`src/rtl/cpu_control_unit.sv`:
```
// Multi-cycle fetch/decode/execute sequencer driving an 8-bit ALU and a single-port synchronous RAM.
// Optional `zero` flag output is built when CU_ZERO_FLAG_EN is defined.
module cpu_control_unit #(
    parameter int ALU_LATENCY = 1
) (
    input  logic       clk,
    input  logic       rst,
    input  logic       run,
    output logic       busy,
    output logic       halted,
    output logic [7:0] pc,
    output logic [7:0] mem_addr,
    input  logic [7:0] mem_rdata,
    output logic [7:0] mem_wdata,
    output logic       mem_we,
    output logic       alu_start,
    output logic [7:0] alu_a,
    output logic [7:0] alu_b,
    output logic [1:0] alu_opcode,
    input  logic [7:0] alu_result
`ifdef CU_ZERO_FLAG_EN
    ,
    output logic       zero
`endif
);

    // state    | meaning
    // IDLE     | waiting for run
    // FETCH    | pc on mem_addr, RAM read in flight
    // DECODE   | latch IR, pc++
    // IMM_ADDR | pc on mem_addr for immediate byte, pc++
    // IMM_DATA | latch immediate; LDI writes Rd
    // STORE    | one-cycle RAM write of Rd to immediate address
    // EXEC     | alu_start held for ALU_LATENCY cycles
    // WB       | Rd <= alu_result
    // HALTED   | terminal until rst
    typedef enum logic [3:0] {
        S_IDLE, S_FETCH, S_DECODE, S_IMM_ADDR, S_IMM_DATA,
        S_STORE, S_EXEC, S_WB, S_HALTED
    } state_t;

    localparam logic [1:0] CLS_ALU  = 2'b00;
    localparam logic [1:0] CLS_LDI  = 2'b01;
    localparam logic [1:0] CLS_ST   = 2'b10;
    localparam logic [1:0] LAT_INIT = 2'(ALU_LATENCY - 1);

    state_t      state_q, state_d;
    logic [7:0]  pc_q, pc_d;
    logic [7:0]  ir_q, ir_d;
    logic [7:0]  imm_q, imm_d;
    logic [7:0]  regs_q [4];
    logic [7:0]  regs_d [4];
    logic [7:0]  alu_a_q, alu_a_d;
    logic [7:0]  alu_b_q, alu_b_d;
    logic [1:0]  alu_op_q, alu_op_d;
    logic [1:0]  lat_cnt_q, lat_cnt_d;
`ifdef CU_ZERO_FLAG_EN
    logic        zero_q, zero_d;
`endif

    always_ff @(posedge clk) begin
        if (rst) begin
            state_q   <= S_IDLE;
            pc_q      <= '0;
            ir_q      <= '0;
            imm_q     <= '0;
            for (int i = 0; i < 4; i++) regs_q[i] <= '0;
            alu_a_q   <= '0;
            alu_b_q   <= '0;
            alu_op_q  <= '0;
            lat_cnt_q <= '0;
`ifdef CU_ZERO_FLAG_EN
            zero_q    <= 1'b0;
`endif
        end else begin
            state_q   <= state_d;
            pc_q      <= pc_d;
            ir_q      <= ir_d;
            imm_q     <= imm_d;
            regs_q    <= regs_d;
            alu_a_q   <= alu_a_d;
            alu_b_q   <= alu_b_d;
            alu_op_q  <= alu_op_d;
            lat_cnt_q <= lat_cnt_d;
`ifdef CU_ZERO_FLAG_EN
            zero_q    <= zero_d;
`endif
        end
    end

    always_comb begin
        state_d   = state_q;
        pc_d      = pc_q;
        ir_d      = ir_q;
        imm_d     = imm_q;
        regs_d    = regs_q;
        alu_a_d   = alu_a_q;
        alu_b_d   = alu_b_q;
        alu_op_d  = alu_op_q;
        lat_cnt_d = lat_cnt_q;
`ifdef CU_ZERO_FLAG_EN
        zero_d    = zero_q;
`endif
        case (state_q)
            S_IDLE:     if (run) state_d = S_FETCH;
            S_FETCH:    state_d = S_DECODE;
            S_DECODE: begin
                ir_d = mem_rdata;
                pc_d = pc_q + 8'd1;
                // Operands come straight from RAM data so they are registered by the first EXEC cycle
                case (mem_rdata[7:6])
                    CLS_ALU: begin
                        alu_a_d   = regs_q[mem_rdata[3:2]];
                        alu_b_d   = regs_q[mem_rdata[1:0]];
                        alu_op_d  = mem_rdata[5:4];
                        lat_cnt_d = LAT_INIT;
                        state_d   = S_EXEC;
                    end
                    CLS_LDI, CLS_ST: state_d = S_IMM_ADDR;
                    default:         state_d = S_HALTED;
                endcase
            end
            S_IMM_ADDR: begin
                pc_d    = pc_q + 8'd1;
                state_d = S_IMM_DATA;
            end
            S_IMM_DATA: begin
                imm_d = mem_rdata;
                if (ir_q[7:6] == CLS_LDI) begin
                    regs_d[ir_q[3:2]] = mem_rdata;
                    state_d = S_FETCH;
                end else begin
                    state_d = S_STORE;
                end
            end
            S_STORE:    state_d = S_FETCH;
            S_EXEC: begin
                // Re-assert operands from the latched IR; values are identical to those loaded in DECODE
                alu_a_d  = regs_q[ir_q[3:2]];
                alu_b_d  = regs_q[ir_q[1:0]];
                alu_op_d = ir_q[5:4];
                if (lat_cnt_q == 2'd0) state_d = S_WB;
                else                   lat_cnt_d = lat_cnt_q - 2'd1;
            end
            S_WB: begin
                regs_d[ir_q[3:2]] = alu_result;
`ifdef CU_ZERO_FLAG_EN
                zero_d = (alu_result == 8'd0);
`endif
                state_d = S_FETCH;
            end
            S_HALTED:   state_d = S_HALTED;
            default:    state_d = S_IDLE;
        endcase
    end

    assign busy       = (state_q != S_IDLE) && (state_q != S_HALTED);
    assign halted     = (state_q == S_HALTED);
    assign pc         = pc_q;
    assign mem_addr   = (state_q == S_STORE) ? imm_q : pc_q;
    // Gated by rst so a reset landing in STORE suppresses the write at that same edge
    assign mem_we     = (state_q == S_STORE) && !rst;
    assign mem_wdata  = (state_q == S_STORE) ? regs_q[ir_q[3:2]] : 8'd0;
    assign alu_start  = (state_q == S_EXEC);
    assign alu_a      = alu_a_q;
    assign alu_b      = alu_b_q;
    assign alu_opcode = alu_op_q;
`ifdef CU_ZERO_FLAG_EN
    assign zero       = zero_q;
`endif

endmodule
```
`config.mk`:
```
export PLATFORM = sky130hd
export DESIGN_NAME = cpu_control_unit
export DESIGN_NICKNAME = d
export VERILOG_FILES = /design/src/rtl/cpu_control_unit.sv
export SDC_FILE = /design/constraint.sdc
export NUM_CORES = 1
export LEC_CHECK = 0
export BUFFER_PORTS_ARGS = -buffer_cell sky130_fd_sc_hd__buf_2
export CAP_MARGIN = 20
export CORE_ASPECT_RATIO = 1.25
export CORE_MARGIN = 2
export CORE_UTILIZATION = 57
export DETAILED_ROUTE_END_ITERATION = 7
export GPL_TIMING_DRIVEN = 1
export PLACE_DENSITY = 0.8
export SETUP_SLACK_MARGIN = 0.02
export SYNTH_ARGS = -nofsm -noshare
export SYNTH_HDL_FRONTEND = slang
export SYNTH_SLANG_ARGS = --single-unit
```
`constraint.sdc`:
```
create_clock -name clk -period 2.9 [get_ports clk]
set_input_delay 0.58 -clock clk [delete_from_list [all_inputs] [get_ports clk]]
set_output_delay 0.58 -clock clk [all_outputs]
set_load 0.02 [all_outputs]
```
== Word level (Yosys, flattened, before mapping) ==
Index checks and enable logic that the tools add are counted.
Operators by class
  $add $sub $neg: 2
  magnitude comparators: 5
  equal/unequal tests: 17
  multiplexer cells: 34
  bitwise operators: 4
  reductions and logical operators: 17
Operators with widths (count)
  2-to-1 mux 8 bit: 13
  binary-select mux 8 bit (select 2 bit): 4
  bitwise mux 32 bit: 2
  one-hot mux 32 bit (2 select lines): 1
  2-to-1 mux 32 bit: 1
  one-hot mux 4 bit (8 select lines): 1
  one-hot mux 8 bit (2 select lines): 2
  demux 8 bit (select 2 bit): 1
  equality test 4 x 3 -> 1 bit (second input constant): 4
  >= comparator 3 bit (second input constant): 4
  inverter 2 -> 3 bit: 4
  adder 8 x 1 -> 8 bit (second input constant): 1
  equality test 4 x 2 -> 1 bit (second input constant): 2
  2-to-1 mux 4 bit: 2
  != test 2 bit (second input constant): 4
  one-hot mux 2 bit (2 select lines): 2
  one-hot mux 4 bit (2 select lines): 1
  2-to-1 mux 2 bit: 3
  AND reduction 2 bit: 3
  OR reduction 2 bit: 3
  equality test 2 x 1 -> 1 bit (second input constant): 2
  equality test 4 x 1 -> 1 bit (second input constant): 1
  equality test 4 bit (second input constant): 1
  logical NOT 2 bit: 2
  other kinds (12): 15
Word-level totals
  bits in registers: 80
  input port bits: 19

== Logic depth before layout (Yosys ltp) ==
Gate-level depths: netlist of run 1.
  depth after elaboration: 8
  mapped depth: 7

== Worst setup path before layout of run 1 ==
OpenSTA, ideal clock, no wires.
  path type: register to output
  start point: register state_q[0]
  end point: output mem_addr[5]
  data arrival time: 1.943 ns
  slack: 0.377 ns
  stages on the path, launching flop included: 6
  cells stage by stage: dfxtp_1 > clkbuf_1 > nand2_1 > nor3_1 > clkbuf_1 > mux2_2
Between the ends
  word-level cells in the longest chain between the ends: 2
Ends and longest elaborated chain
  from (decl): RTL line 47  | state_t state_q, state_d;
  from (signal assigned): RTL line 76  | state_q <= state_d;
  equality test 4 x 3 -> 1 bit: RTL line 160  | assign mem_addr = (state_q == S_STORE) ? imm_q : pc_q;
  2-to-1 mux 8 bit: RTL line 160
  to (decl): RTL line 12  | output logic [7:0] mem_addr,
No other way between the ends.

== Worst setup path after layout of run 1 ==
  start point: register state_q[2]
  end point: output mem_addr[0]
Same word-level chain as after synthesis.

==> results of run 1 <==
-- cells by family (layout without fill, tap and decap cells) --
group	after synthesis	count (layout)	synth area share (%)
AND/OR/NAND/NOR	140	140	16.09
flip-flops	80	80	38.20
buffers and inverters	42	104	4.685
AO/OA/AOI/OAI	91	91	17.34
adder cells (fa/ha/maj)	4	4	1.194
XOR/XNOR	6	6	1.254
multiplexers	48	48	21.25
-- sequential cells by signal, summed over array words and instances (netlist names) --
signal and flops:
regs_q 32, alu_a 8, alu_b 8, imm_q 8, ir_q 8, pc 8
state_q 4, alu_opcode 2, lat_cnt_q 2
-- metal layers --
metal	GRT usage (%)	routed length [microns]	part of all wire, %
met5	0	0	0
met4	11.34	180	1.8
met3	5.036	644	6.5
met2	42.18	4991	51
met1	31.37	4064	41
-- repair_timing --
| item | in CTS | in global routing |
|---|---|---|
| gates resized for setup | 0 | 1 |
| endpoints found under the setup margin | 0 | 5 |
| hold buffers | 0 | 0 |
-- layout by cell type (no fill, tap or decap), drive strengths merged, types with 4 or more instances in the layout --
master	instances
a2111oi	4
a211oi	32
a21oi	26
a221o	16
and2	8
buf	77
clkbuf	10
dfxtp	80
ha	4
inv	12
mux2	8
mux2i	8
mux4	32
nand2	39
nor2	46
nor2b	16
nor3	5
o21ai	6
or3	5
-- per-stage QoR --
step	power [W]	worst slack, ns
floorplan	0.001402	0.3766
finish	0.002405	0.2811
CTS	0.002406	0.1001
global route	0.002496	0.1446
global placement	0.001476	0.5743
detailed placement	0.001486	0.4688
-- power by group through the flow --
stage | Clock [W] | Sequential [W] | Combinational (W)
finish | 0.000941 | 0.00119 | 0.000279
global route | 0.00100 | 0.00119 | 0.000304
CTS | 0.000944 | 0.00118 | 0.000278
detailed placement | 0 | 0.00121 | 0.000276
global placement | 0 | 0.00121 | 0.000269
floorplan | 0 | 0.00117 | 0.000228
-- layout make-up --
cell class / instances / share of cell area (%)
clock buffers: 10 / 2.862
clock inverters: 6 / 1.899
inverters: 11 / 0.8585
multi-input cells: 289 / 50.03
flip-flops and latches: 80 / 33.32
well taps: 90 / 2.341
repair buffers: 77 / 8.689
-- worst max-delay path, stage by stage (launching register included) --
cell and delay, ns:
dfxtp_1 0.60, nand2_1 0.20, nor3_2 0.18, buf_4 0.21
mux2_2 0.34, buf_2 0.16
-- final timing paths --
path | endpoint
min | imm_q[7]$_SDFFE_PP0N_
max reg2reg | regs_q[21]$_SDFFE_PP0P_
max | mem_addr[0]
min reg2reg | imm_q[7]$_SDFFE_PP0N_
==> reports/qor.yml, run 1 <==
outcome:
  status: "complete, no violations"
global_route:
  grt_overflow: 0
  grt_usage_pct: 25.23
  grt_pass1_vias: 3310
  grt_pass1_wl_microns: 15700
  antenna_found_initial: 0
  grt_max_degree: 37
power_and_ir_drop:
  intPower_w: 0.001747
  power_density_nw_per_um2: 500.0
  p_comb_share_pct: 11.6
  p_leak_nw: 1.789
  p_sw_share_pct: 27.35
  p_clk_share_pct: 39.1
  pwr-share-seq_pct: 49.3
  ir_worst_vdd_uv: 265.0
  switchingPower_w: 0.0006578
place:
  routabilityCongestion: 0.8456
  placed_area_sq_um: 4579
  dpl.cell_count: 547
  place.port_buffers: 64
  hpwl_microns: 7064
layout:
  ff_latch_area_sq_um: 1603
  antenna_cells: 0
  multi_input_area_sq_um: 2406
  drive_gt1_share_pct: 30.02
  layout.nets: 491
  finalNonFillerCells: 563
  n_fill_cell: 568
  syn2layout_area_growth_pct: 14.71
  fin_area_sq_um: 4810
  final_util_pct: 68.11
synthesis:
  ys_seq_area_share_pct: 38.20
  synth_common_cells: "dfxtp_1, nor2_1, nand2_1"
  ys_ff_latch: 80
  synth_top_area_cell: "dfxtp_1"
  yosysMostFrequentCell: "dfxtp_1"
  synth_cells: 411
  avgSynthCellArea_sq_um: 10.20
  netlist_top_cells_area: "dfxtp_1, mux4_2, a211oi_1, nor2_1, a221o_1"
  synth_edf_count: 0
  synth_top_area_share_pct: 38.20
  synth_area_sq_um: 4193
  ys_warn_count: 0
  synth_ff_type: "dfxtp_1"
  syn-num-nets: 434
  synth_cell_types: 39
  async_flop_share_pct: 0
sta:
  finalCritPeriodShare_pct: 90.31
  max_slew.worst_pin.slew_ns: 0.7478
  slew_viol_final: 0
  max_freq_ghz: 0.3818
  fin_crit_ns: 2.619
  finalHoldViolations: 0
  finClkSkew_ns: 0.01131
  whs_ns: 0.4671
  final.setup.tns_ns: 0
  final-setup-viol-count: 0
  rsz0062_at_grt: "false"
  slew_headroom_pct: 50.08
clocking:
  clockBufferDepth: 2
  path_clk_slew_ns: 0.08
  postCtsSetupRepairBufs: 0
  htreeDepth: 3
  root_buffer: "clkbuf_8"
  numCtsBuffers: 9
  cts.sinks: 80
  cts_tree: "built"
  clk_latency_ns: 0.35
die:
  die_area_sq_um: 8062
  start_util_pct: 59.37
  core_area_sq_um: 7062
  die_height_microns: 99.89
  fp.dieW_microns: 80.71
  ios: 65
  rows: 34
run:
  drv_cap: 0
routing:
  wire_per_inst_microns: 17.55
  drt_first_pass_iters: 4
  vias: 3446
  ant_nets: 0
  wirelength_microns: 9879
  drt_iter0_markers: 286
  viasPerCell: 6.121
  drc: 0
worst_hold_path:
  hold_class: "flop to flop"
  min_path_cells: 2
  hold_start: "imm_q[7]$_SDFFE_PP0N_"
worst_setup_path:
  reg2reg_slack_ns: 0.73
  crit_start: "state_q[2]$_SDFFE_PP0P_"
  cp.arrival_ns: 2.04
  cp.required_ns: 2.32
  r2r_cells: 5
  setup.worst_path.class: "flop to output port"
  critPathLaunchType: "flop"
  path_max_fanout: 14
  cp-end-kind: "output port"
  r2r-start: "state_q[0]$_SDFFE_PP0P_"
(Power assumes the default switching activity.)
==> inputs of run 2 (changes only) <==
--- a/config.mk
+++ b/config.mk
@@ -11,8 +11,10 @@
 export CORE_MARGIN = 2
 export CORE_UTILIZATION = 57
 export DETAILED_ROUTE_END_ITERATION = 7
+export GPL_ROUTABILITY_DRIVEN = 0
 export GPL_TIMING_DRIVEN = 1
 export PLACE_DENSITY = 0.8
+export REMOVE_ABC_BUFFERS = 1
 export SETUP_SLACK_MARGIN = 0.02
 export SYNTH_ARGS = -nofsm -noshare
 export SYNTH_HDL_FRONTEND = slang
==> run 2 against run 1 <==
Net effect: total power down 2.2%; setup slack got worse by 0.14 ns; first-iteration DRC count is 20% lower; non-clock buffer count fell by 2; clock power shrank 5.7%; utilization is 0.51 points lower; design area is 0.75% lower; maximum frequency is 5.1% lower; largest power group unchanged; clock-buffer cell count is 1 lower; sequential power hardly changed.
==> reports/qor.yml, run 2 (synthesized netlist as in run 1, its figures left out) <==
sta:
  final.setup.tns_ns: 0  # unchanged
  finalCritPeriodShare_pct: 95.15  # was 90.31%
  whs_ns: 0.4568  # was 0.4671 ns
  finalHoldViolations: 0  # unchanged
  final-setup-viol-count: 0  # unchanged
  rsz0062_at_grt: "false"  # unchanged
  max_slew.worst_pin.slew_ns: 0.8698  # was 0.7478 ns
  slew_headroom_pct: 41.93  # was 50.08%
  slew_viol_final: 0  # unchanged
  finClkSkew_ns: 0.01038  # was 0.01131 ns
  fin_crit_ns: 2.759  # was 2.619 ns
  worst_slack_ns: 0.1406  # was 0.2811 ns
  max_freq_ghz: 0.3624  # was 0.3818 GHz
layout:
  drive_gt1_share_pct: 29.36  # was 30.02%
  layout.nets: 489  # was 491
  final_common_cell: "dfxtp_1"  # unchanged
  largest-register: "regs_q"  # unchanged
  antenna_cells: 0  # unchanged
  final_util_pct: 67.59  # was 68.11%
  largest_reg_flops: 32  # unchanged
  mostFrequentLayoutCells: "dfxtp_1, buf_2, nor2_1"  # unchanged
  syn2layout_area_growth_pct: 13.85  # was 14.71%
routing:
  drt_iter0_markers: 229  # was 286
  wl_met2_microns: 5381  # was 4991 microns
  viasPerCell: 6.164  # was 6.121
  wl_met1_microns: 4160  # was 4064 microns
  top_layer_used: "met4"  # unchanged
  wire_per_inst_microns: 18.32  # was 17.55 microns
  vias: 3452  # was 3446
  wirelength_microns: 10260  # was 9879 microns
  ant_nets: 0  # unchanged
  drt_first_pass_iters: 5  # was 4
  drc: 0  # unchanged
  wl_met3_microns: 533  # was 644 microns
worst_hold_path:
  min_path_cells: 2  # unchanged
  holdPathEnd: "imm_q[3]$_SDFFE_PP0N_"  # was imm_q[7]$_SDFFE_PP0N_
  hold_start: "imm_q[3]$_SDFFE_PP0N_"  # was imm_q[7]$_SDFFE_PP0N_
  hold_class: "flop to flop"  # unchanged
clocking:
  holdBufCountCts: 0  # unchanged
  post_cts_resized: 0  # unchanged
  clockBufferDepth: 2  # unchanged
  cts.sinks: 80  # unchanged
  numCtsBuffers: 9  # unchanged
  root_buffer: "clkbuf_8"  # unchanged
  htreeDepth: 3  # unchanged
  path_clk_slew_ns: 0.08  # about the same
  cts_tree: "built"  # unchanged
  clk_latency_ns: 0.36  # was 0.35 ns
  postCtsSetupRepairBufs: 0  # unchanged
place:
  place.port_buffers: 64  # unchanged
  dp_slack_ns: 0.4864  # was 0.4688 ns
  hpwl_microns: 6888  # was 7064 microns
worst_setup_path:
  cp_top_family: "flip-flops"  # unchanged
  r2r-start: "state_q[1]$_SDFFE_PP0P_"  # was state_q[0]$_SDFFE_PP0P_
  reg2reg_to: "regs_q[20]$_SDFFE_PP0P_"  # was regs_q[21]$_SDFFE_PP0P_
  cp.buffers_inverters: 1  # was 2
  cp_cell_sequence: "mux4_2 > and2_1 > buf_2"  # was nand2_1 > nor3_2 > buf_4 > mux2_2 > buf_2
  crit_slowest_cell: "dfxtp_1"  # unchanged
  cp.required_ns: 2.32  # about the same
  reg2reg_slack_ns: 0.64  # was 0.73 ns
  cpPeakStageDelay_ns: 0.89  # was 0.60 ns
  cp.arrival_ns: 2.18  # was 2.04 ns
  path_max_fanout: 12  # was 14
  cp-end-kind: "output port"  # unchanged
  critPathLaunchType: "flop"  # unchanged
  r2r_cells: 5  # unchanged
  setup.worst_path.class: "flop to output port"  # unchanged
die:
  die_height_microns: 99.89  # unchanged
  fp.dieW_microns: 80.71  # unchanged
  core_area_sq_um: 7062  # unchanged
  die_area_sq_um: 8062  # unchanged
  ios: 65  # unchanged
  start_util_pct: 59.37  # unchanged
  rows: 34  # unchanged
power_and_ir_drop:
  ir_worst_vdd_uv: 331.9  # was 265.0 uV
  p_comb_share_pct: 11.6  # about the same
  power_density_nw_per_um2: 493.0  # was 500.0 nW/um^2
  p_clk_share_pct: 37.7  # was 39.1%
  pwr-share-seq_pct: 50.7  # was 49.3%
  intPower_w: 0.001710  # was 0.001747 W
  p_leak_nw: 1.774  # was 1.789 nW
  switchingPower_w: 0.0006435  # was 0.0006578 W
  p_sw_share_pct: 27.35  # about the same
global_route:
  grt_overflow: 0  # unchanged
  grt_max_degree: 58  # was 37
  grt_usage_pct: 26.94  # was 25.23%
  grt_pass1_vias: 3211  # was 3310
  antenna_found_initial: 0  # unchanged
  grt_pass1_wl_microns: 16280  # was 15700 microns
run:
  drv_cap: 0  # unchanged
outcome:
  status: "complete, no violations"  # unchanged
==> run 2: cell count changes in the layout (fill, tap and decap cells not counted), sizes merged <==
cell,previous run,this run
inv,12,11
clkinvlp,3,2
clkbuf,10,9
buf,77,75
clkinv,0,2
==> run 2: power groups by stage <==
| stage | sequential, W | combinational (W) | clock (W) |
|---|---|---|---|
| detailed placement | 0.00122 | 0.000270 | 0 |
| finish | 0.00119 | 0.000272 | 0.000887 |
| CTS | 0.00119 | 0.000273 | 0.000894 |
| global route | 0.00120 | 0.000296 | 0.000937 |
| global placement | 0.00122 | 0.000263 | 0 |
| floorplan | 0.00120 | 0.000165 | 0 |
==> run 2: per-stage QoR <==
stage          std cells  total power, W  cell area (sq um)
2_1_floorplan        380        0.001367               4038
3_5_place_dp         545        0.001489               4564
6_report             560        0.002353               4773
3_3_place_gp         545        0.001479               4564
4_1_cts              560        0.002360               4773
5_1_grt              560        0.002433               4773
==> run 2: cell type report <==
cell class	instances	area [sq um]
Timing Repair Buffer	75	402.9
Fill cell	574	2288
Clock inverter	6	85.08
Inverter	11	41.29
Multi-Input combinational cell	289	2406
Tap cell	90	112.6
Sequential cell	80	1602
Clock buffer	9	123.9
==> run 2: worst max path at each step <==
stage | to | from | cells past startpoint
CTS | mem_wdata[2] | ir_q[2]$_SDFFE_PP0P_ | 3
global route | mem_wdata[2] | ir_q[2]$_SDFFE_PP0P_ | 3
detailed placement | mem_wdata[2] | ir_q[2]$_SDFFE_PP0P_ | 3
floorplan | alu_a[0]$_SDFFE_PP0P_ | state_q[1]$_SDFFE_PP0P_ | 4
global placement | mem_wdata[3] | ir_q[2]$_SDFFE_PP0P_ | 3
finish | mem_wdata[3] | ir_q[2]$_SDFFE_PP0P_ | 3
==> run 2: per-layer routing <==
layer | vias to the layer above | global-route usage [%]
li1 | 1643 | -
met1 | 1673 | 33.91
met2 | 121 | 45.83
met3 | 15 | 4.496
met4 | 0 | 10.95
met5 | - | 0
==> run 2: worst min-delay path, stage by stage (launching register included) <==
cell	delay, ns
dfxtp_1	0.31
nand2_1	0.05
a21oi_1	0.05
